## src/rtl/tdm_demux4.sv

```systemverilog
// Four-slot TDM demultiplexer: steers each accepted sample to its channel strobe
// and reassembles four consecutive slots into a parallel frame word.
module tdm_demux4 #(
    parameter int W = 1
) (
    input  logic           clk,
    input  logic           rst_n,
    input  logic [W-1:0]   din,
    input  logic           din_valid,
    input  logic           sof,
    output logic [1:0]     slot,
    output logic [W-1:0]   ch_data,
    output logic [3:0]     ch_strobe,
    output logic [4*W-1:0] frame,
    output logic           frame_valid,
    output logic           frame_err
);

    logic [1:0]     eff_slot;
    logic           realign;
    logic           complete;
    logic [W-1:0]   shadow_reg [4];
    logic [4*W-1:0] assembled;

    // sof forces the sample into slot 0; if we were mid-frame that is a misalignment
    assign eff_slot = sof ? 2'd0 : slot;
    assign realign  = din_valid && sof && (slot != 2'd0);
    assign complete = din_valid && (eff_slot == 2'd3);

    generate
        for (genvar gi = 0; gi < 4; gi++) begin : g_lane
            logic lane_hit;
            assign lane_hit = din_valid && (eff_slot == 2'(gi));

            always_ff @(posedge clk or negedge rst_n) begin
                if (!rst_n) begin
                    shadow_reg[gi] <= '0;
                end else if (lane_hit) begin
                    shadow_reg[gi] <= din;
                end else if (realign) begin
                    shadow_reg[gi] <= '0;
                end
            end

            // the completing sample bypasses the shadow so frame includes it
            assign assembled[gi*W +: W] = lane_hit ? din : shadow_reg[gi];
        end
    endgenerate

    always_ff @(posedge clk or negedge rst_n) begin
        if (!rst_n) begin
            slot        <= 2'd0;
            ch_data     <= '0;
            ch_strobe   <= 4'b0000;
            frame       <= '0;
            frame_valid <= 1'b0;
            frame_err   <= 1'b0;
        end else begin
            frame_valid <= complete;
            frame_err   <= realign;
            ch_strobe   <= 4'b0000;
            if (din_valid) begin
                slot      <= eff_slot + 2'd1;
                ch_data   <= din;
                ch_strobe <= 4'b0001 << eff_slot;
            end
            if (complete) begin
                frame <= assembled;
            end
        end
    end

endmodule

```

## config.mk

```make
export PLATFORM = sky130hd
export DESIGN_NAME = tdm_demux4
export DESIGN_NICKNAME = d
export VERILOG_FILES = /design/src/rtl/tdm_demux4.sv
export SDC_FILE = /design/constraint.sdc
export NUM_CORES = 1
export LEC_CHECK = 0
export CAP_MARGIN = 0
export CORE_MARGIN = 8
export CORE_UTILIZATION = 40
export DETAILED_ROUTE_END_ITERATION = 10
export HOLD_SLACK_MARGIN = 0.05
export MAX_ROUTING_LAYER = met4
export PLACE_DENSITY = 0.77
export SYNTH_ARGS = -nofsm -noshare
export SYNTH_HDL_FRONTEND = slang
export SYNTH_SLANG_ARGS = --single-unit
```

## constraint.sdc

```tcl
create_clock -name clk -period 1.3 [get_ports clk]
set_input_delay 0.195 -clock clk [delete_from_list [all_inputs] [get_ports clk]]
set_output_delay 0.195 -clock clk [all_outputs]
set_load 0.02 [all_outputs]
```

== After elaboration in Yosys (flattened, before gate mapping) ==
Cells that the tools add are included.
Widths: inputs -> output; s select.
Word-level totals
  register bits: 16
  input bits: 5
  logic and storage cells: 34
Operators by class
  $add $sub $neg: 1
  eq/ne operators: 3
  shift operators: 1
  mux-type cells: 9
  reductions and logical operators: 11
Operator list (number)
  $reduce_bool 2->1: 4
  $mux 1: 7
  $logic_and 1x1->1: 6
  $eq 2x2->1 const B: 2
  $mux 4: 1
  $shl 1x2->4 const A: 1
  $add 2x1->2 const B: 1
  $eq 2x1->1 const B: 1
  $logic_not 2->1: 1
  $mux 2: 1

== Depth between registers and ports, before layout ==
Gate-level depths: netlist of the first run.
  depth in word-level cells: 4
  gate-level depth with buffers: 5

== Least setup slack after synthesis of the first run ==
Ideal clock, no wire load.
  path kind: register to register
  start: register slot[0]
  end: register frame[0]
  setup time: 0.125 ns
  data arrival time: 1.313 ns
  data required time: 1.175 ns
  setup slack: -0.138 ns
  stages on the path, launching flop included: 6
  buffers on the path: 2
  clock period less this slack: 1.438 ns
  cells stage by stage: dfrtp_1 > buf_4 > nand2_4 > or2_1 > buf_6 > mux2_4
Between the ends
  longest elaborated chain between the ends: 4
  elaborated cells on any way between the ends: 6
  classes of those cells: 1 x eq/ne; 2 x mux; 3 x reduce/logical
RTL lines
  start, declared: RTL line 11  | output logic [1:0] slot,
  start signal, assigned: RTL line 63  | slot <= eff_slot + 2'd1;
  $mux 2 (*): RTL line 26  | assign eff_slot = sof ? 2'd0 : slot;
  $logic_not 2->1: RTL line 33  | assign lane_hit = din_valid && (eff_slot == 2'(gi));
  $logic_and 1x1->1: RTL line 33
  $mux 1: RTL line 46  | assign assembled[gi*W +: W] = lane_hit ? din : shadow_reg[gi];
  end signal, assigned: RTL line 68  | frame <= assembled;
  end, declared: RTL line 14  | output logic [4*W-1:0] frame,
Mark *: on every way between the ends. The rest lies on a longest branch, timed or not.
A chain may end at the register's enable or synchronous reset.

== Final worst setup path of the first run ==
  start: register slot[1]
  end: output slot[1]
No word-level cell between the ends.

==> summary.md, run 1 <==
| Metric | Value |
|---|---|
| Largest family of logic cells by synthesized area | multiplexers |
| Mean routed wirelength per cell | 13.4 um |
| Post-place instance area | 835 um2 |
| Unique masters post-synth | 21 |
| Top post-synthesis cells by area | dfrtp_1 59%, mux2_4 9.5%, buf_6 3.6%, mux2_2 3.6%, nor2_1 3.0% |
| Area occupied by multi-input gates | 216 um2 |
| Layout Area Growth over Synthesis | 33.3% |
| Max-cap violation count | 0 |
| Gr usage total | 0.0798 |
| Effective utilization at floorplan | 0.426 |
| CP max FO | 8 |
| Fillers | 131 |
| Total Nets Final | 78 |
| Die W | 55.8 um |
| Status | finished, final reports clean |
| Hpwl dp | 897 um |
| Design Area, Final | 846 um2 |
| Yosys top cell area share | 0.592 |
| CP Class | flip-flop to primary output |
| Sequential standard cell area | 378 um2 |
| Io pins | 18 |
| Hold-fix buffers at CTS | 0 |
| Maximum buffer depth of the clock tree | 2 |
| Clk root buf | clkbuf_4 |
| H-tree levels | 1 |
| Inserted Diodes | 0 |
| Comb pwr share | 0.309 |
| CP endpoint kind | primary output |
| Mean Syn Cell Area | 12.9 um2 |
| EDFF count, synth | 0 |
| CP top delay family | flip-flops |
| Final Critical Period | 1250 ps |
| Mux contribution to synthesized area | 0.130 |
| Critical Path AT | 1060 ps |
| Cell count after placement | 84 |
| Initial antenna violation count | 0 |
| Clock Power Share | 0.207 |
| Sequential area share after synthesis | 0.592 |
| Clk_lat worst skew | 290 ps |
| Simple-Gate Fraction of Synth Area | 0.124 |
| CP bufs+invs | 1 |
| Number of global-route vias before repair | 444 |
| Mapped Cells | 49 |
| CP Launch Type | flip-flop |
| Cell taking the most area after synthesis | dfrtp_1 |
| PD cells | 1540 mW/mm2 |
| Syn_nets | 54 |
| Post-synthesis xor/xnor area fraction | 0 |
| Final Non-Filler Cells | 88 |
| CP required | 1110 ps |
| PortBufs | 17 |
| Sw frac | 0.319 |
| Post-DRT Antenna Nets | 0 |
| Register bit total from synthesis | 15 |
| P_sw | 0.416 mW |
| Core region area | 0.00149 mm2 |
| RSZ-0062 raised after global routing | false |
| Synthesized area | 634 um2 |
| Clock-pin slew on the worst setup and hold paths | 90 ps |
| Largest net degree at the start of global routing | 16 |
| Crit-path max cell delay | 470 ps |
| Yosys warns | 0 |
| Worst Max-Slew Pin Slew | 243 ps |
| Final hold vios | 0 |
| Total gr overflow | 0 |
| Int Power | 0.887 mW |
| Die height | 55.8 um |
| Clock sink count | 15 |
| First-pass GRT wire length | 1940 um |
| Remaining DRCs | 0 |
| Max_slew headroom | 0.836 |
| FFs w/ async S/R, synth | 1.00 |
| CTS tree | built |
| Drt first pass iters | 4 |
| Worst min-delay path class | input port to asynchronous set/reset pin |
| Final setup viols | 0 |
| Final Max Tran Viols | 0 |
| DRT iter0 DRCs | 4 |
| Compound-Gate Fraction of Synth Area | 0.0828 |
| Die Area | 0.00312 mm2 |
| Reg power frac | 0.484 |
| GP Congestion | 0.760 |
| Critical path's slowest cell | dfrtp_2 |
| Adder-Cell Fraction of Synth Area | 0 |
| Vias per cell | 4.88 |
| CP cell instances | clkdlybuf4s15_1 |
| CTS buffer count | 3 |
| Setup bufs post-CTS | 0 |
| Row cnt | 14 |
| Worst vdd ir | 0.000707 V |
| WL final | 1180 um |
| Clock Skew | 2.71 ps |
| F_max | 0.798 GHz |
| Top FF cell, synth | dfrtp_1 |
| Period utilisation layout | 0.964 |
| Routed vias | 429 |
| Layout cells sized above 1 | 0.292 |
| Leakage power total | 0.450 nW |
[worst reg2reg max path, stage by stage, from the launching register on]
cell	delay [ps]
dfrtp_2	440
nand2b_1	90
or2_4	290
mux2_4	300
[area by class of cell]
cell class | instances | area share
sequential | 15 | 0.447
multi-input combinational | 28 | 0.256
timing repair buffer | 23 | 0.232
clock buffer | 3 | 0.0266
tap | 16 | 0.0237
inverter | 2 | 0.00888
clock inverter | 1 | 0.00592
[through the flow]
stage | total power, mW | setup TNS (ps) | utilization | hold WS, ps | worst slack, ps
after global placement | 1.10 | -1200 | 0.561 | 497 | -235
after floorplan | 0.888 | -155 | - | -101 | -38.8
after CTS | 1.31 | 0 | 0.569 | 211 | 4.51
final | 1.30 | 0 | 0.568 | 204 | 47.4
after detailed placement | 1.11 | -1310 | 0.561 | 503 | -247
after global routing | 1.38 | 0 | 0.568 | 219 | 7.36
[layout by cell type, fill, tap and decap left out]
cell	n
dfrtp_1	13
dlygate4sd2_1	11
buf_4	6
nor2_1	5
mux2_4	4
clkdlybuf4s50_1	4
o21ai_0	3
clkbuf_4	3
inv_1	2
mux2_2	2
nand2_1	2
dfrtp_2	2
o21a_1	1
nand2_4	1
nor3_1	1
nand2b_1	1
nor3b_1	1
or2_4	1
nor2b_1	1
a41oi_1	1
o2bb2ai_1	1
and4b_1	1
a21oi_1	1
a21o_1	1
clkinv_2	1
clkbuf_2	1
clkdlybuf4s15_1	1
[cells in the mapped netlist (all sizes together) (2+ instances only)]
cell type  count
inv            2
dfrtp         15
nand2          3
nor2           5
buf            4
o21ai          3
mux2           6
[path summary, 6_finish.rpt]
check	from	end	slack, ps	cells after the start
max	slot[1]$_DFFE_PN0P_	slot[1]	50	1
min	rst_n	ch_strobe[3]$_DFF_PN0_	200	2
max reg2reg	slot[1]$_DFFE_PN0P_	frame[2]$_DFFE_PN0P_	70	3
min reg2reg	frame[1]$_DFFE_PN0P_	frame[1]$_DFFE_PN0P_	510	1
max in group asynchronous	rst_n	slot[1]$_DFFE_PN0P_	910	2
min in group clk	frame[1]$_DFFE_PN0P_	frame[1]$_DFFE_PN0P_	510	1
[logic make-up after synthesis]
| logic type | Yosys count |
|---|---|
| flops | 15 |
| simple gates | 14 |
| compound gates | 8 |
| mux | 6 |
| buf+inv | 6 |
[metal layers]
metal,GRT usage,wire length [um],share of wire
met5,-,0,0
met4,0.0515,13,0.011
met3,0.0434,96,0.081
met2,0.119,577,0.49
met1,0.0798,493,0.42
[timing repair]
action	in CTS	in global routing
pin swaps	0	0
endpoints found under the hold margin	0	0
setup endpoints to repair	13	6
resized for setup	14	3
[power groups by stage]
stage	clock network, mW	logic, mW	registers, mW
floorplan	0	0.165	0.723
global placement	0	0.455	0.642
detailed placement	0	0.463	0.646
CTS	0.272	0.408	0.633
global route	0.300	0.435	0.647
finish	0.269	0.403	0.631
No activity file was read; power rests on OpenSTA's default activity.
==> inputs of run 2 (changes only) <==
--- a/config.mk
+++ b/config.mk
@@ -7,11 +7,11 @@
 export LEC_CHECK = 0
 export CAP_MARGIN = 0
 export CORE_MARGIN = 8
-export CORE_UTILIZATION = 40
+export CORE_UTILIZATION = 45
 export DETAILED_ROUTE_END_ITERATION = 10
 export HOLD_SLACK_MARGIN = 0.05
 export MAX_ROUTING_LAYER = met4
-export PLACE_DENSITY = 0.77
+export PLACE_DENSITY = 0.81
 export SYNTH_ARGS = -nofsm -noshare
 export SYNTH_HDL_FRONTEND = slang
 export SYNTH_SLANG_ARGS = --single-unit
==> constraint.sdc (replaced) <==
create_clock -name clk -period 1.6 [get_ports clk]
set_input_delay 0.24 -clock clk [delete_from_list [all_inputs] [get_ports clk]]
set_output_delay 0.24 -clock clk [all_outputs]
set_load 0.02 [all_outputs]
==> run 2 against run 1 <==
Against the previous run: core utilization increased by 7.5 points; combinational power fell by 8.4%; register-to-register slack better by 190 ps; die area down 8.0%; clock-buffer cell count grew 1; via count up 2.1%; sequential power shrank 18%; clock power shrank 21%; setup slack improved by 45 ps; wire length increased by 9.1%; largest power group unchanged.
==> summary.md, run 2 (synthesis results as in run 1) <==
| Metric | Value |
|---|---|
| Most frequent cells in the layout | 15 x dfrtp_1, 15 x clkdlybuf4s50_1, 5 x nor2_1, 5 x buf_4, 4 x mux2_4 (was 13 x dfrtp_1, 11 x dlygate4sd2_1, 6 x buf_4) |
| WHS | 345 ps (was 204 ps) |
| PD cells | 1300 mW/mm2 (was 1540 mW/mm2) |
| Clock sink count | 15 (unchanged) |
| Period utilisation layout | 0.943 |
| Final hold vios | 0 (unchanged) |
| Hpwl dp | 1000 um (was 897 um) |
| Cell count after placement | 82 (was 84) |
| CP Launch Type | flip-flop (unchanged) |
| Status | finished, final reports clean (unchanged) |
| Final Non-Filler Cells | 86 (was 88) |
| Fillers | 108 (was 131) |
| Final Critical Period | 1510 ps |
| Worst Max-Slew Pin Slew | 640 ps (was 243 ps) |
| Final Max Tran Viols | 0 (unchanged) |
| CTS tree | built (unchanged) |
| CP cell instances | clkdlybuf4s50_1 (was clkdlybuf4s15_1) |
| Initial antenna violation count | 0 (unchanged) |
| Total gr overflow | 0 (unchanged) |
| Post-DRT Antenna Nets | 0 (unchanged) |
| Worst vdd ir | 0.000495 V (was 0.000707 V) |
| Critical Path AT | 1270 ps (was 1060 ps) |
| CP required | 1360 ps (was 1110 ps) |
| CP Class | flip-flop to primary output (unchanged) |
| Leakage power total | 0.408 nW (was 0.450 nW) |
| First-pass GRT wire length | 2130 um (was 1940 um) |
| Setup TNS | 0 ps (unchanged) |
| Layout cells sized above 1 | 0.211 (was 0.292) |
| Remaining DRCs | 0 (unchanged) |
| Layout Area Growth over Synthesis | 33.5% (was 33.3%) |
| Effective utilization at floorplan | 0.481 (was 0.426) |
| Max-cap violation count | 0 (unchanged) |
| Inserted Diodes | 0 (unchanged) |
| F_max | 0.663 GHz |
| Total Nets Final | 77 (was 78) |
| Setup bufs post-CTS | 0 (unchanged) |
| Fin worst setup slack | 91.9 ps (was 47.4 ps) |
| Hold-fix buffers at CTS | 0 (unchanged) |
| Largest net degree at the start of global routing | 16 (unchanged) |
| Max_slew headroom | 0.572 (was 0.836) |
| Mean routed wirelength per cell | 15.0 um (was 13.4 um) |
| Io pins | 18 (unchanged) |
| CP max FO | 2 (was 8) |
| Worst min-delay path class | input port to asynchronous set/reset pin (unchanged) |
| Maximum buffer depth of the clock tree | 2 (unchanged) |
| Final setup viols | 0 (unchanged) |
| Routed vias | 438 (was 429) |
| Die height | 53.5 um (was 55.8 um) |
| Post-place instance area | 823 um2 (was 835 um2) |
| Vias per cell | 5.09 (was 4.88) |
| CP bufs+invs | 1 (unchanged) |
| Core region area | 0.00132 mm2 (was 0.00149 mm2) |
| WL final | 1290 um (was 1180 um) |
| CTS buffer count | 3 (unchanged) |
| CP endpoint kind | primary output (unchanged) |
| Clock Skew | 3.38 ps (was 2.71 ps) |
| Clock-pin slew on the worst setup and hold paths | 80 ps (was 90 ps) |
| Row cnt | 13 (was 14) |
| Drt first pass iters | 3 (was 4) |
| Crit-path max cell delay | 610 ps (was 470 ps) |
| DRT iter0 DRCs | 11 (was 4) |
| PortBufs | 17 (unchanged) |
| Die Area | 0.00287 mm2 (was 0.00312 mm2) |
| Critical path's slowest cell | clkdlybuf4s50_1 (was dfrtp_2) |
| Gr usage total | 0.108 (was 0.0798) |
| Clk root buf | clkbuf_4 (unchanged) |
| GP Congestion | 0.785 (was 0.760) |
| Number of global-route vias before repair | 472 (was 444) |
| RSZ-0062 raised after global routing | false (unchanged) |
| CP top delay family | buffers and inverters (was flip-flops) |
| Dpl ws | -2.62 ps (was -247 ps) |
| Design Area, Final | 847 um2 (was 846 um2) |
| Die W | 53.5 um (was 55.8 um) |
| Clk_lat worst skew | 280 ps (was 290 ps) |
| H-tree levels | 1 (unchanged) |
-- run 2: final timing paths --
kind / cells past startpoint / slack [ps] / endpoint / start
max in group asynchronous: 1 / 840 / slot[0]$_DFFE_PN0P_ / rst_n
max reg2reg: 3 / 260 / frame[0]$_DFFE_PN0P_ / slot[1]$_DFFE_PN0P_
max: 1 / 90 / frame[0] / frame[0]$_DFFE_PN0P_
min reg2reg: 1 / 520 / ch_data$_DFFE_PN0P_ / ch_data$_DFFE_PN0P_
min in group clk: 1 / 520 / ch_data$_DFFE_PN0P_ / ch_data$_DFFE_PN0P_
min: 1 / 340 / shadow_reg[1]$_DFFE_PN0P_ / rst_n
-- run 2: power by group --
| group | leakage (nW) | internal [mW] | switching (mW) |
|---|---|---|---|
| sequential | 0.191 | 0.458 | 0.0599 |
| combinational | 0.202 | 0.207 | 0.163 |
| clock | 0.0150 | 0.0969 | 0.115 |
| total | 0.408 | 0.761 | 0.338 |
-- run 2: timing repair --
action,CTS,global route
gates resized for setup,2,0
endpoints found under the hold margin,0,0
setup endpoints to repair,2,0
-- run 2: per-layer routing --
metal,share of wire,global-route usage,up-vias
met4,0.019,0.0630,0
met3,0.062,0.0248,4
met5,0,-,-
met1,0.43,0.128,208
met2,0.49,0.164,16
li1,-,-,210
-- run 2: worst register-to-register path, cell delays in order (launching register included) --
cell	delay, ps
dfrtp_1	480
nand2b_1	100
or2_1	320
mux2_4	340
-- run 2: cell type report --
type	instances	area [um2]	share of cell area
Sequential cell	15	375	0.443
Multi-Input combinational cell	28	214	0.253
Timing Repair Buffer	22	205	0.242
Clock buffer	4	26.3	0.0310
Tap cell	15	18.8	0.0222
Inverter	2	7.51	0.00886
-- run 2: through the flow --
stage	util	total power [mW]
after CTS	0.643	1.12
after global placement	0.625	0.889
after detailed placement	0.625	0.907
final	0.643	1.10
after global routing	0.643	1.16
after floorplan	-	0.718
==> inputs of run 3 (changes only) <==
--- a/config.mk
+++ b/config.mk
@@ -9,9 +9,11 @@
 export CORE_MARGIN = 8
 export CORE_UTILIZATION = 45
 export DETAILED_ROUTE_END_ITERATION = 10
+export GPL_ROUTABILITY_DRIVEN = 0
 export HOLD_SLACK_MARGIN = 0.05
 export MAX_ROUTING_LAYER = met4
 export PLACE_DENSITY = 0.81
+export RECOVER_POWER = 100
 export SYNTH_ARGS = -nofsm -noshare
 export SYNTH_HDL_FRONTEND = slang
 export SYNTH_SLANG_ARGS = --single-unit
==> run 3 against run 2 <==
Against the previous run: fmax is 1.6% lower; power down 4.0%; combinational power decreased by 10%; clock power is essentially flat; non-clock buffer count is the same; core utilization shrank 1.7 points.
==> summary.md, run 3 (synthesis results as in run 1) <==
| Metric | Value |
|---|---|
| First-pass GRT wire length | 2130 um (unchanged) |
| CTS buffer count | 3 (unchanged) |
| Critical R2R Capture | frame[0]$_DFFE_PN0P_ (unchanged) |
| CP Launch Type | flip-flop (unchanged) |
| Row cnt | 13 (unchanged) |
| Effective utilization at floorplan | 0.481 (unchanged) |
| Max-cap violation count | 0 (unchanged) |
| Final setup viols | 0 (unchanged) |
| Mean routed wirelength per cell | 15.1 um (was 15.0 um) |
| Final Critical Period | 1530 ps (was 1510 ps) |
| Clock-pin slew on the worst setup and hold paths | 80 ps (about the same) |
| CP bufs+invs | 1 (unchanged) |
| Maximum buffer depth of the clock tree | 2 (unchanged) |
| Io pins | 18 (unchanged) |
| CP top delay family | buffers and inverters (unchanged) |
| Total gr overflow | 0 (unchanged) |
| Leakage power total | 0.395 nW (was 0.408 nW) |
| Cell count after placement | 82 (unchanged) |
| Layout cells sized above 1 | 0.127 (was 0.211) |
| Max_slew headroom | 0.563 (was 0.572) |
| CP endpoint kind | primary output (unchanged) |
| R2R Path Start | slot[1]$_DFFE_PN0P_ (unchanged) |
| Commonest non-fill, non-tap cell in the layout | dfrtp_1 |
| Setup TNS | 0 ps (unchanged) |
| CP max FO | 1 (was 2) |
| Gr usage total | 0.108 (unchanged) |
| CP cell instances | dlygate4sd3_1 (was clkdlybuf4s50_1) |
| Sw frac | 0.318 (was 0.308) |
| Final Power | 1.06 mW (was 1.10 mW) |
| PD cells | 1280 mW/mm2 (was 1300 mW/mm2) |
| F_max | 0.652 GHz (was 0.663 GHz) |
| Vias per cell | 5.19 (was 5.09) |
| DRT iter0 DRCs | 6 (was 11) |
| Drt first pass iters | 4 (was 3) |
| Inserted Diodes | 0 (unchanged) |
| Remaining DRCs | 0 (unchanged) |
| Hpwl dp | 1000 um (unchanged) |
| Clk root buf | clkbuf_4 (unchanged) |
| Final Max Tran Viols | 0 (unchanged) |
| CTS tree | built (unchanged) |
| CP required | 1360 ps (about the same) |
| PortBufs | 17 (unchanged) |
| Clk_lat worst skew | 280 ps (about the same) |
| Fin worst setup slack | 66.6 ps (was 91.9 ps) |
| Reg2Reg Depth | 3 (unchanged) |
| Comb pwr share | 0.313 (was 0.336) |
| Core region area | 0.00132 mm2 (unchanged) |
| Critical path's slowest cell | dlygate4sd3_1 (was clkdlybuf4s50_1) |
| Final Non-Filler Cells | 86 (unchanged) |
| Most frequent cells in the layout | 15 x dfrtp_1, 10 x clkdlybuf4s50_1, 5 x nor2_1, 5 x clkbuf_4, 5 x dlygate4sd3_1 (was 15 x dfrtp_1, 15 x clkdlybuf4s50_1, 5 x nor2_1, 5 x buf_4, 4 x mux2_4) |
| Die height | 53.5 um (unchanged) |
| Clock Skew | 3.03 ps (was 3.38 ps) |
| Period utilisation layout | 0.958 (was 0.943) |
| Critical Path AT | 1290 ps (was 1270 ps) |
| Largest net degree at the start of global routing | 16 (unchanged) |
| Worst min-delay path class | input port to asynchronous set/reset pin (unchanged) |
| RSZ-0062 raised after global routing | false (unchanged) |
| Die W | 53.5 um (unchanged) |
| Reg power frac | 0.487 (was 0.471) |
| Int Power | 0.720 mW (was 0.761 mW) |
| Final hold vios | 0 (unchanged) |
| Clock Power Share | 0.200 (was 0.193) |
| H-tree levels | 1 (unchanged) |
| Setup slack, reg-to-reg | 220 ps (was 260 ps) |
| Post-DRT Antenna Nets | 0 (unchanged) |
| P_sw | 0.336 mW (was 0.338 mW) |
| Routed vias | 446 (was 438) |
| Post-place instance area | 823 um2 (unchanged) |
| Status | finished, final reports clean (unchanged) |
| Initial antenna violation count | 0 (unchanged) |
| Clock sink count | 15 (unchanged) |
| Worst vdd ir | 0.000488 V (was 0.000495 V) |
| WL final | 1300 um (was 1290 um) |
| Crit-path max cell delay | 650 ps (was 610 ps) |
| Design Area, Final | 825 um2 (was 847 um2) |
| CP Class | flip-flop to primary output (unchanged) |
| Worst Max-Slew Pin Slew | 654 ps (was 640 ps) |
| Number of global-route vias before repair | 472 (unchanged) |
| Die Area | 0.00287 mm2 (unchanged) |
| Total Nets Final | 77 (unchanged) |
| Dpl ws | -2.62 ps (unchanged) |
| Layout Area Growth over Synthesis | 30.0% (was 33.5%) |
| Setup bufs post-CTS | 0 (unchanged) |
## run 3: cell count changes in the layout (fill, tap and decap cells not counted), sizes merged
cell	change
clkdlybuf4s50	-5
dlygate4sd3	+5
buf	-4
clkbuf	+4
## run 3: metal layers
metal / routed length [um] / GRT usage
met3: 69 / 0.0248
met4: 25 / 0.0630
met1: 555 / 0.128
met2: 651 / 0.164
met5: 0 / -
## run 3: metrics by stage
stage	hold slack, ps	utilization
after floorplan	-55.6	-
after global placement	491	0.625
after detailed placement	505	0.625
after CTS	376	0.643
after global routing	488	0.626
final	420	0.626
## run 3: area by class of cell
| class | instances | area (um2) |
|---|---|---|
| fillers | 110 | 493 |
| multi-input cells | 28 | 199 |
| flip-flops and latches | 15 | 375 |
| well taps | 15 | 18.8 |
| repair buffers | 22 | 198 |
| inverters | 2 | 7.51 |
| clock buffers | 4 | 26.3 |
## run 3: how the worst max path moves through the flow
stage	startpoint	endpoint	slack, ps	cells past startpoint
2_1_floorplan	slot[0]$_DFFE_PN0P_	frame[0]$_DFFE_PN0P_	160	5
3_3_place_gp	din_valid	frame[0]$_DFFE_PN0P_	20	4
3_5_place_dp	din_valid	frame[0]$_DFFE_PN0P_	-3	4
4_1_cts	frame[0]$_DFFE_PN0P_	frame[0]	80	1
5_1_grt	ch_strobe[0]$_DFF_PN0_	ch_strobe[0]	20	1
6_report	ch_strobe[1]$_DFF_PN0_	ch_strobe[1]	70	1
## run 3: repair_timing
action                                 4_1_cts  5_1_grt
setup endpoints to repair                    2        0
endpoints found under the hold margin        0        0
hold buffers                                 0        0
gates resized for setup                      2        0
## run 3: power by group through the flow
stage                     clock network, mW  logic, mW  registers, mW
after floorplan                           0      0.132          0.585
after global placement                    0      0.370          0.519
after detailed placement                  0      0.380          0.527
after CTS                             0.220      0.376          0.519
after global routing                  0.237      0.355          0.525
final                                 0.211      0.331          0.514
